==> config.mk <==
export PLATFORM = sky130hd
export DESIGN_NAME = fp_mult_sched
export DESIGN_NICKNAME = d
export VERILOG_FILES = /design/src/rtl/fp_mult_sched.sv
export SDC_FILE = /design/constraint.sdc
export NUM_CORES = 1
export LEC_CHECK = 0
export BUFFER_PORTS_ARGS = -buffer_cell sky130_fd_sc_hd__buf_4
export CAP_MARGIN = 25
export CORE_ASPECT_RATIO = 1.4
export CORE_MARGIN = 1.5
export CORE_UTILIZATION = 34
export DETAILED_ROUTE_END_ITERATION = 10
export PLACE_DENSITY = 0.65
export SETUP_SLACK_MARGIN = 0.4
export SLEW_MARGIN = 20
export SYNTH_ARGS = -nofsm -noshare
export SYNTH_HDL_FRONTEND = slang
export SYNTH_SLANG_ARGS = --single-unit
==> constraint.sdc <==
create_clock -name clk -period 3.9 [get_ports clk]
set_clock_uncertainty 0.15 [all_clocks]
set_input_delay 0.78 -clock clk [delete_from_list [all_inputs] [get_ports clk]]
set_output_delay 0.78 -clock clk [all_outputs]
set_load 0.02 [all_outputs]
==> src/rtl/fp_mult_sched.sv <==
// Round-robin front end that shares one fixed-latency pipelined FP multiplier
// among NREQ clients and returns tagged results through a credit-protected FIFO.
module fp_mult_sched #(
  parameter int NREQ  = 4,
  parameter int LAT   = 2,
  parameter int DEPTH = 4,
  localparam int IDW  = (NREQ > 2) ? $clog2(NREQ) : 1
) (
  input  logic                 clk,
  input  logic                 rst,
  input  logic [NREQ-1:0]      req_valid,
  input  logic [NREQ*32-1:0]   req_a,
  input  logic [NREQ*32-1:0]   req_b,
  output logic [NREQ-1:0]      req_ready,
  output logic                 mul_valid,
  output logic [31:0]          mul_a,
  output logic [31:0]          mul_b,
  input  logic [31:0]          mul_z,
  input  logic [7:0]           mul_status,
  output logic                 rsp_valid,
  input  logic                 rsp_ready,
  output logic [IDW-1:0]       rsp_id,
  output logic [31:0]          rsp_z,
  output logic [7:0]           rsp_status,
  output logic                 busy
);

  localparam int CW = $clog2(DEPTH + 1);
  localparam int PW = (DEPTH > 1) ? $clog2(DEPTH) : 1;

  logic [IDW-1:0] rr_ptr_reg;
  logic [CW-1:0]  outstanding_reg;
  logic [CW-1:0]  count_reg;
  logic [PW-1:0]  wr_ptr_reg;
  logic [PW-1:0]  rd_ptr_reg;

  logic           tag_vld_reg [LAT];
  logic [IDW-1:0] tag_id_reg  [LAT];

  logic [IDW-1:0] mem_id [DEPTH];
  logic [31:0]    mem_z  [DEPTH];
  logic [7:0]     mem_st [DEPTH];

  logic           found;
  logic [IDW-1:0] grant;
  logic [IDW-1:0] rr_next;
  int             arb_idx;
  logic           can_issue;
  logic           issue;
  logic           pop;
  logic           wr_en;

  // Search from the highest offset down so the nearest requester at or after rr_ptr wins.
  always_comb begin
    found   = 1'b0;
    grant   = '0;
    arb_idx = 0;
    for (int k = NREQ - 1; k >= 0; k--) begin
      arb_idx = int'(rr_ptr_reg) + k;
      if (arb_idx >= NREQ) arb_idx = arb_idx - NREQ;
      if (req_valid[arb_idx]) begin
        found = 1'b1;
        grant = IDW'(arb_idx);
      end
    end
  end

  assign rsp_valid = (count_reg != '0);
  assign pop       = rsp_valid & rsp_ready;
  assign can_issue = (outstanding_reg < CW'(DEPTH)) || pop;
  assign req_ready = (found && can_issue && !rst) ? (NREQ'(1) << grant) : '0;
  assign issue     = |(req_valid & req_ready);
  assign mul_valid = issue;
  assign mul_a     = req_a[32*grant +: 32];
  assign mul_b     = req_b[32*grant +: 32];
  assign rr_next   = (grant == IDW'(NREQ - 1)) ? '0 : grant + IDW'(1);
  assign busy      = (outstanding_reg != '0);

  always_ff @(posedge clk) begin
    if (rst) begin
      rr_ptr_reg <= '0;
    end else if (issue) begin
      rr_ptr_reg <= rr_next;
    end
  end

  always_ff @(posedge clk) begin
    if (rst) begin
      outstanding_reg <= '0;
    end else if (issue && !pop) begin
      outstanding_reg <= outstanding_reg + CW'(1);
    end else if (pop && !issue) begin
      outstanding_reg <= outstanding_reg - CW'(1);
    end
  end

  // Tag pipeline mirrors the multiplier so the id meets its product on exit.
  always_ff @(posedge clk) begin
    if (rst) begin
      tag_vld_reg[0] <= 1'b0;
    end else begin
      tag_vld_reg[0] <= issue;
    end
    tag_id_reg[0] <= grant;
  end

  generate
    for (genvar gi = 1; gi < LAT; gi++) begin : g_tag
      always_ff @(posedge clk) begin
        if (rst) begin
          tag_vld_reg[gi] <= 1'b0;
        end else begin
          tag_vld_reg[gi] <= tag_vld_reg[gi-1];
        end
        tag_id_reg[gi] <= tag_id_reg[gi-1];
      end
    end
  endgenerate

  assign wr_en = tag_vld_reg[LAT-1];

  // Storage carries no reset; only the pointers and occupancy define validity.
  always_ff @(posedge clk) begin
    if (wr_en) begin
      mem_id[wr_ptr_reg] <= tag_id_reg[LAT-1];
      mem_z[wr_ptr_reg]  <= mul_z;
      mem_st[wr_ptr_reg] <= mul_status;
    end
  end

  always_ff @(posedge clk) begin
    if (rst) begin
      wr_ptr_reg <= '0;
      rd_ptr_reg <= '0;
      count_reg  <= '0;
    end else begin
      if (wr_en) begin
        wr_ptr_reg <= (wr_ptr_reg == PW'(DEPTH - 1)) ? '0 : wr_ptr_reg + PW'(1);
      end
      if (pop) begin
        rd_ptr_reg <= (rd_ptr_reg == PW'(DEPTH - 1)) ? '0 : rd_ptr_reg + PW'(1);
      end
      if (wr_en && !pop) begin
        count_reg <= count_reg + CW'(1);
      end else if (pop && !wr_en) begin
        count_reg <= count_reg - CW'(1);
      end
    end
  end

  assign rsp_id     = mem_id[rd_ptr_reg];
  assign rsp_z      = mem_z[rd_ptr_reg];
  assign rsp_status = mem_st[rd_ptr_reg];

endmodule

After elaboration in Yosys (flattened, before gate mapping)
Memories as Yosys holds them, arrays and structs flattened. A register that Yosys moved wholly into a read port is not among the register bits.
Index checks and enable logic that the tools add are counted.
- output and inout port bits: 113
- latch bits: 0
- memories: 5
- flip-flop bits (word level): 12
- word-level logic and storage cells: 104
- input port bits: 303
- memory bits (writable): 174
- bits in read-only memories: 0
- add/sub/neg operators: 14
- $mul: 0
- eq/ne operators: 3
- div/mod/pow operators: 0
- order comparisons: 9
- multiplexer cells: 45
- reductions and logical operators: 16
- bitwise operators: 4
- shift-type cells: 3
- memories (memory ; depth ; bits a word ; read ports ; clocked after Yosys merged registers in ; wr ports ; RTL line ; RTL):
    mem_z ; 4 ; 32 ; 1 ; 1 ; 1 ; 41 ; logic [31:0] mem_z [DEPTH];
    mem_st ; 4 ; 8 ; 1 ; 1 ; 1 ; 42 ; logic [7:0] mem_st [DEPTH];
    mem_id ; 4 ; 2 ; 1 ; 1 ; 1 ; 40 ; logic [IDW-1:0] mem_id [DEPTH];
    tag_id_reg ; 2 ; 2 ; 2 ; 0 ; 2 ; 38 ; logic [IDW-1:0] tag_id_reg [LAT];
    tag_vld_reg ; 2 ; 1 ; 2 ; 0 ; 2 ; 37 ; logic tag_vld_reg [LAT];
- operators by type and width (kind ; count):
    variable part select 128 x 8 -> 32 bit ; 2
    < comparator 32 x 4 -> 1 bit (second input constant) ; 4
    two-way mux 32 bit ; 4
    two-way mux 2 bit ; 13
    two-way mux 1 bit ; 19
    two-way mux 3 bit ; 4
    subtractor 3 x 3 -> 4 bit (second input constant) ; 3
    >= comparator 3 bit (second input constant) ; 3
    binary-select mux 1 bit (select 2 bit) ; 4
    adder 2 x 1 -> 2 bit (second input constant) ; 3
    adder 2 x 2 -> 3 bit (second input constant) ; 2
    adder 3 x 1 -> 3 bit (second input constant) ; 2
    == test 2 bit (second input constant) ; 3
    logical AND 1 bit ; 6
    nonzero test 3 bit ; 2
    subtractor 3 x 1 -> 3 bit (second input constant) ; 2
    bitwise AND 4 bit ; 1
    zero test 1 bit ; 4
    two-way mux 4 bit ; 1
    nonzero test 2 bit ; 2
    OR reduction 4 bit ; 1
    left shift 1 x 2 -> 4 bit (first input constant) ; 1
    subtractor 2 x 3 -> 4 bit (second input constant) ; 1
    adder 2 x 1 -> 3 bit (second input constant) ; 1
    other kinds (5) ; 6

Depth between registers and ports, before layout
- depth after elaboration: 19
- depth in mapped cells: 18

Worst setup path before layout
No wires, ideal clock.
- kind: input to register
- start point: input port req_valid[2]
- end point: register outstanding_reg[2]
- required time: 3679 ps
- data arrival time: 3875 ps
- slack: -195 ps
- stages: 18
- buffers on the path: 3
- library setup time: 71 ps
- path through: nor2b_1 > a21o_1 > a211o_1 > buf_2 > buf_6 > buf_6 > inv_1 > ha_1 > nand2_1 > inv_1 > a2111oi_1 > a21boi_1 > ha_1 > inv_1 > fa_1 > xor2_1 > or3_1 > a21oi_1
- word-level cells in the longest chain between the ends: 15
- elaborated cells between the ends (all ways): 31
- RTL lines (what ; RTL line ; RTL):
    start, declared ; 11 ; input logic [NREQ-1:0] req_valid,
    binary-select mux 1 bit (select 2 bit) ; 61 ; if (req_valid[arb_idx]) begin
    two-way mux 1 bit (implied by the code) (2 in a row) ; 61 ;
    two-way mux 1 bit (4 in a row) ; 61 ;
    logical AND 1 bit (2 in a row) ; 71 ; assign req_ready = (found && can_issue && !rst) ? (NREQ'(1) << grant) : '0;
    two-way mux 4 bit ; 71 ;
    bitwise AND 4 bit (*) ; 72 ; assign issue = |(req_valid & req_ready);
    OR reduction 4 bit (*) ; 72 ;
    named net mul_valid ; 15 ; output logic mul_valid,
    zero test 1 bit ; 92 ; end else if (pop && !issue) begin
    logical AND 1 bit ; 92 ;
    nonzero test 2 bit (no source line) ; -- ;
    end signal, assigned ; 91 ; outstanding_reg <= outstanding_reg + CW'(1);
    end signal, assigned ; 93 ; outstanding_reg <= outstanding_reg - CW'(1);
    end, declared ; 32 ; logic [CW-1:0] outstanding_reg;
The timed path passes the listed nets; every way through them passes the cells marked *. The select of a mux whose other input is x is not followed.
A chain may end at the register's enable or synchronous reset.

Worst setup path after layout
- start point: input port req_valid[2]
- end point: output port mul_b[22]
- word-level cells in the longest chain between the ends: 8
- elaborated cells between the ends (all ways): 17
- RTL lines (what ; RTL line ; RTL):
    binary-select mux 1 bit (select 2 bit) ; 61 ;
    two-way mux 1 bit (implied by the code) (2 in a row) ; 61 ;
    two-way mux 2 bit (3 in a row) ; 61 ;
    two-way mux 2 bit (*) ; 61 ;
    variable part select 128 x 8 -> 32 bit (*) ; 75 ; assign mul_b = req_b[32*grant +: 32];
    end, declared ; 17 ; output logic [31:0] mul_b,
Every way passes the cells marked *; elsewhere a longest branch is shown, timed or not. The select of a mux whose other input is x is not followed.

==> summary.txt <==
Cells and area
  • Largest reg by FF count: mem_z
  • Layout cells sized above 1: 0.5772
  • Commonest non-fill, non-tap cell in the layout: buf_4
  • Post-Route Utilization: 0.5226
  • Commonest cells after routing, fill and taps aside: 433 x buf_4, 176 x mux2i_1, 168 x edfxtp_1
  • Final nets: approximately 1.3k
  • Fillers: around 2.3k
  • Max reg flops: 128
  • Area delta synth->final: 50.47%
  • Biggest regs: mem_z (128), mem_st (32), mem_id (8)

STA
  • Final worst path period share: 0.8987
  • Worst hold slack: 0.1772 ns
  • Max Slew Vio Count: 0
  • Rel. slew slack: 0.4843
  • RSZ-0062 raised after global routing: true
  • Worst-Margin Slew: slightly below 0.8 ns
  • Min Clock Period, post-route: 3.505 ns
  • Hold Vio Cnt, Final: 0
  • Setup violators final: 0
  • Max Freq: between 200 and 300 MHz
  • Worst Slack Setup Final: around 0.4 ns
  • Setup TNS: 0 ns

Yosys
  • Yosys cell types: 35
  • Post-synth top area cell: edfxtp_1
  • Post-synth top area share: 0.5528
  • Synth Warn #: 0
  • Syn nets: about 850
  • Cell Area, Synth: between 9000 and 10000 um2
  • Register area share after synthesis: 0.5967
  • Share of flip-flops with an asynchronous set or reset: 0
  • FF+latch count, synth: approximately 190
  • Post-Synthesis Cells: 540
  • Number of synthesized flops with an enable pin: around 170
  • Syn avg cell area: 16.90 um2
  • Main synth FF type: edfxtp_1
  • Synth top area cells: edfxtp_1 55%, mux2i_1 22%, mux4_2 10%

Routing
  • Pre-antenna DRT Iters: 4
  • DR iter-0 viols: around 280
  • Via/cell ratio: slightly below 5
  • DR DRC count: 0
  • Drt wl/cell: 24.60 um
  • Drt total wl: 32330 um
  • Post-DRT Antenna Nets: 0
  • Via count: roughly 6.5k

Worst setup path
  • Buf/Inv on CP: 4
  • Family with the most delay on the worst path: buffers and inverters
  • Slowest cell on the critical path: a211o_4
  • Crit path capture type: output port
  • Worst path cell trace: buf_4 > nor2b_4 > a21o_1 > a211o_4 > buf_12 > buf_16 > mux2i_1 > mux2i_2 > buf_4
  • Worst path max stage delay: 0.39 ns
  • Most used cell along the critical path: buf_4
  • Crit Path Class: in2out
  • Critical Path RT: around 3 ns
  • CP Launch Type: input pin
  • CP Max Fanout: 16
  • CP arrival: around 2.6 ns

Floorplanning
  • FP Rows: 70
  • Initial core utilization: 0.3473
  • I/O pin count: 416
  • Core area: roughly 26000 um2
  • Die width: 141.5 um
  • Die Ht: ~200 um
  • Die area: around 28000 um2

GRT
  • First-pass GRT wire length: around 44000 um
  • All-Layer GR Usage: 0.2268
  • Vias in the first global route: between 6k and 7k
  • Initial antenna violation count: 6
  • Grt ovf: 0
  • Largest net degree at the start of global routing: 31

Clocking
  • CTS Sinks: 188
  • Clock buffer depth: 2
  • Hold-fix buffers, CTS: 0
  • CTS buffer count: 17
  • Clock Tree Root: clkbuf_16
  • H-tree levels: 4
  • TritonCTS clock tree: yes
  • Clock-pin slew on the worst setup and hold paths: about 0.06 ns
  • Clock latency on the worst-skew pair: about 0.43 ns

Run status
  • Status: complete, no violations

Place
  • Pre-CTS setup slack: 0.2303 ns
  • Port Buf Inserts: around 420
  • Gpl congestion: 0.8425
  • Final HPWL DP: around 25000 um

Pwr
  • Power Dens Cells: 584.4 nW/um2
  • Leakage: 5.869 nW
  • Max VDD drop: about 0.00035 V

Min path
  • Hold Path Class: reg2reg

Job
  • Max Cap Viol: 0
## where the power goes
group	internal, mW	switching [mW]
clock network	1.02	0.750
registers	2.36	0.156
logic	1.83	1.91
total	5.21	2.81
## stage by stage
stage,power (mW),cells,instance area (um2)
after global placement,6.037,1265,12730
after detailed placement,6.048,1265,12730
after floorplan,4.607,540,9195
after global routing,8.385,1313,13730
final,8.025,1314,13730
after CTS,8.004,1300,13570
## kinds of logic (layout without fill, tap and decap cells)
group | after synthesis | after routing | synth area share
XOR/XNOR | 4 | 4 | 0.003838
other | 0 | 6 | 0
AO/OA/AOI/OAI | 18 | 18 | 0.01673
multiplexers | 239 | 239 | 0.3197
flip-flops | 188 | 188 | 0.5967
adder cells (fa/ha/maj) | 10 | 10 | 0.01536
AND/OR/NAND/NOR | 37 | 37 | 0.02056
buffers and inverters | 44 | 488 | 0.02715
## path summary, 6_finish.rpt
path,cells past startpoint,slack (ns),from,endpoint
hold reg to reg,0,0.18,tag_id_reg[0][1],tag_id_reg[0][3]
hold / removal,0,0.18,tag_id_reg[0][1],tag_id_reg[0][3]
setup / recovery,9,0.39,req_valid[2],mul_b[22]
setup reg to reg,16,0.68,rr_ptr_reg[0],outstanding_reg[2]
## final cells by class
| class | instances | area, um2 | share of cell area |
|---|---|---|---|
| Antenna cell | 6 | 15.01 | 0.001093 |
| Clock buffer | 17 | 425.4 | 0.03098 |
| Clock inverter | 15 | 187.7 | 0.01367 |
| Inverter | 11 | 48.80 | 0.003554 |
| Multi-Input combinational cell | 308 | 3665 | 0.2669 |
| Sequential cell | 188 | 5451 | 0.3970 |
| Tap cell | 324 | 405.4 | 0.02952 |
| Timing Repair Buffer | 445 | 3533 | 0.2573 |
## cells in the mapped netlist (all sizes together), types with 2 or more instances
library cell  number
a21oi              5
nor2              13
and2               5
nand2              3
mux4              42
inv               11
xor2               4
a21boi             2
dfxtp             20
nand3              2
o21ai              2
clkbuf            11
nand2b             2
nor2b              5
mux2i            197
or3                4
buf               22
ha                 8
edfxtp           168
fa                 2
## repair_timing
item / CTS / global route
buffers inserted: 0 / 7
pin swaps: 0 / 5
gates cloned: 3 / 1
gates resized for setup: 24 / 17
setup endpoints to repair: 20 / 59
endpoints found under the hold margin: 0 / 0
## routing by layer
layer	vias to the layer above	global-route usage	wire length [um]
li1	3019	-	-
met1	3148	0.2423	11560
met2	323	0.3932	16690
met3	32	0.09913	3504
met4	0	0.08820	576
met5	-	0	0
## worst reg2reg max path, cell delays in order (launching register included)
cell,delay [ns]
dfxtp_1,0.43
nor2b_4,0.07
a21o_1,0.18
a211o_4,0.40
buf_4,0.16
inv_4,0.05
ha_4,0.13
nand2_2,0.05
inv_2,0.07
a2111oi_4,0.06
a21boi_2,0.21
ha_2,0.23
inv_2,0.05
fa_2,0.34
xor2_1,0.15
or3_1,0.31
a21oi_1,0.12
(Power assumes the default switching activity.)
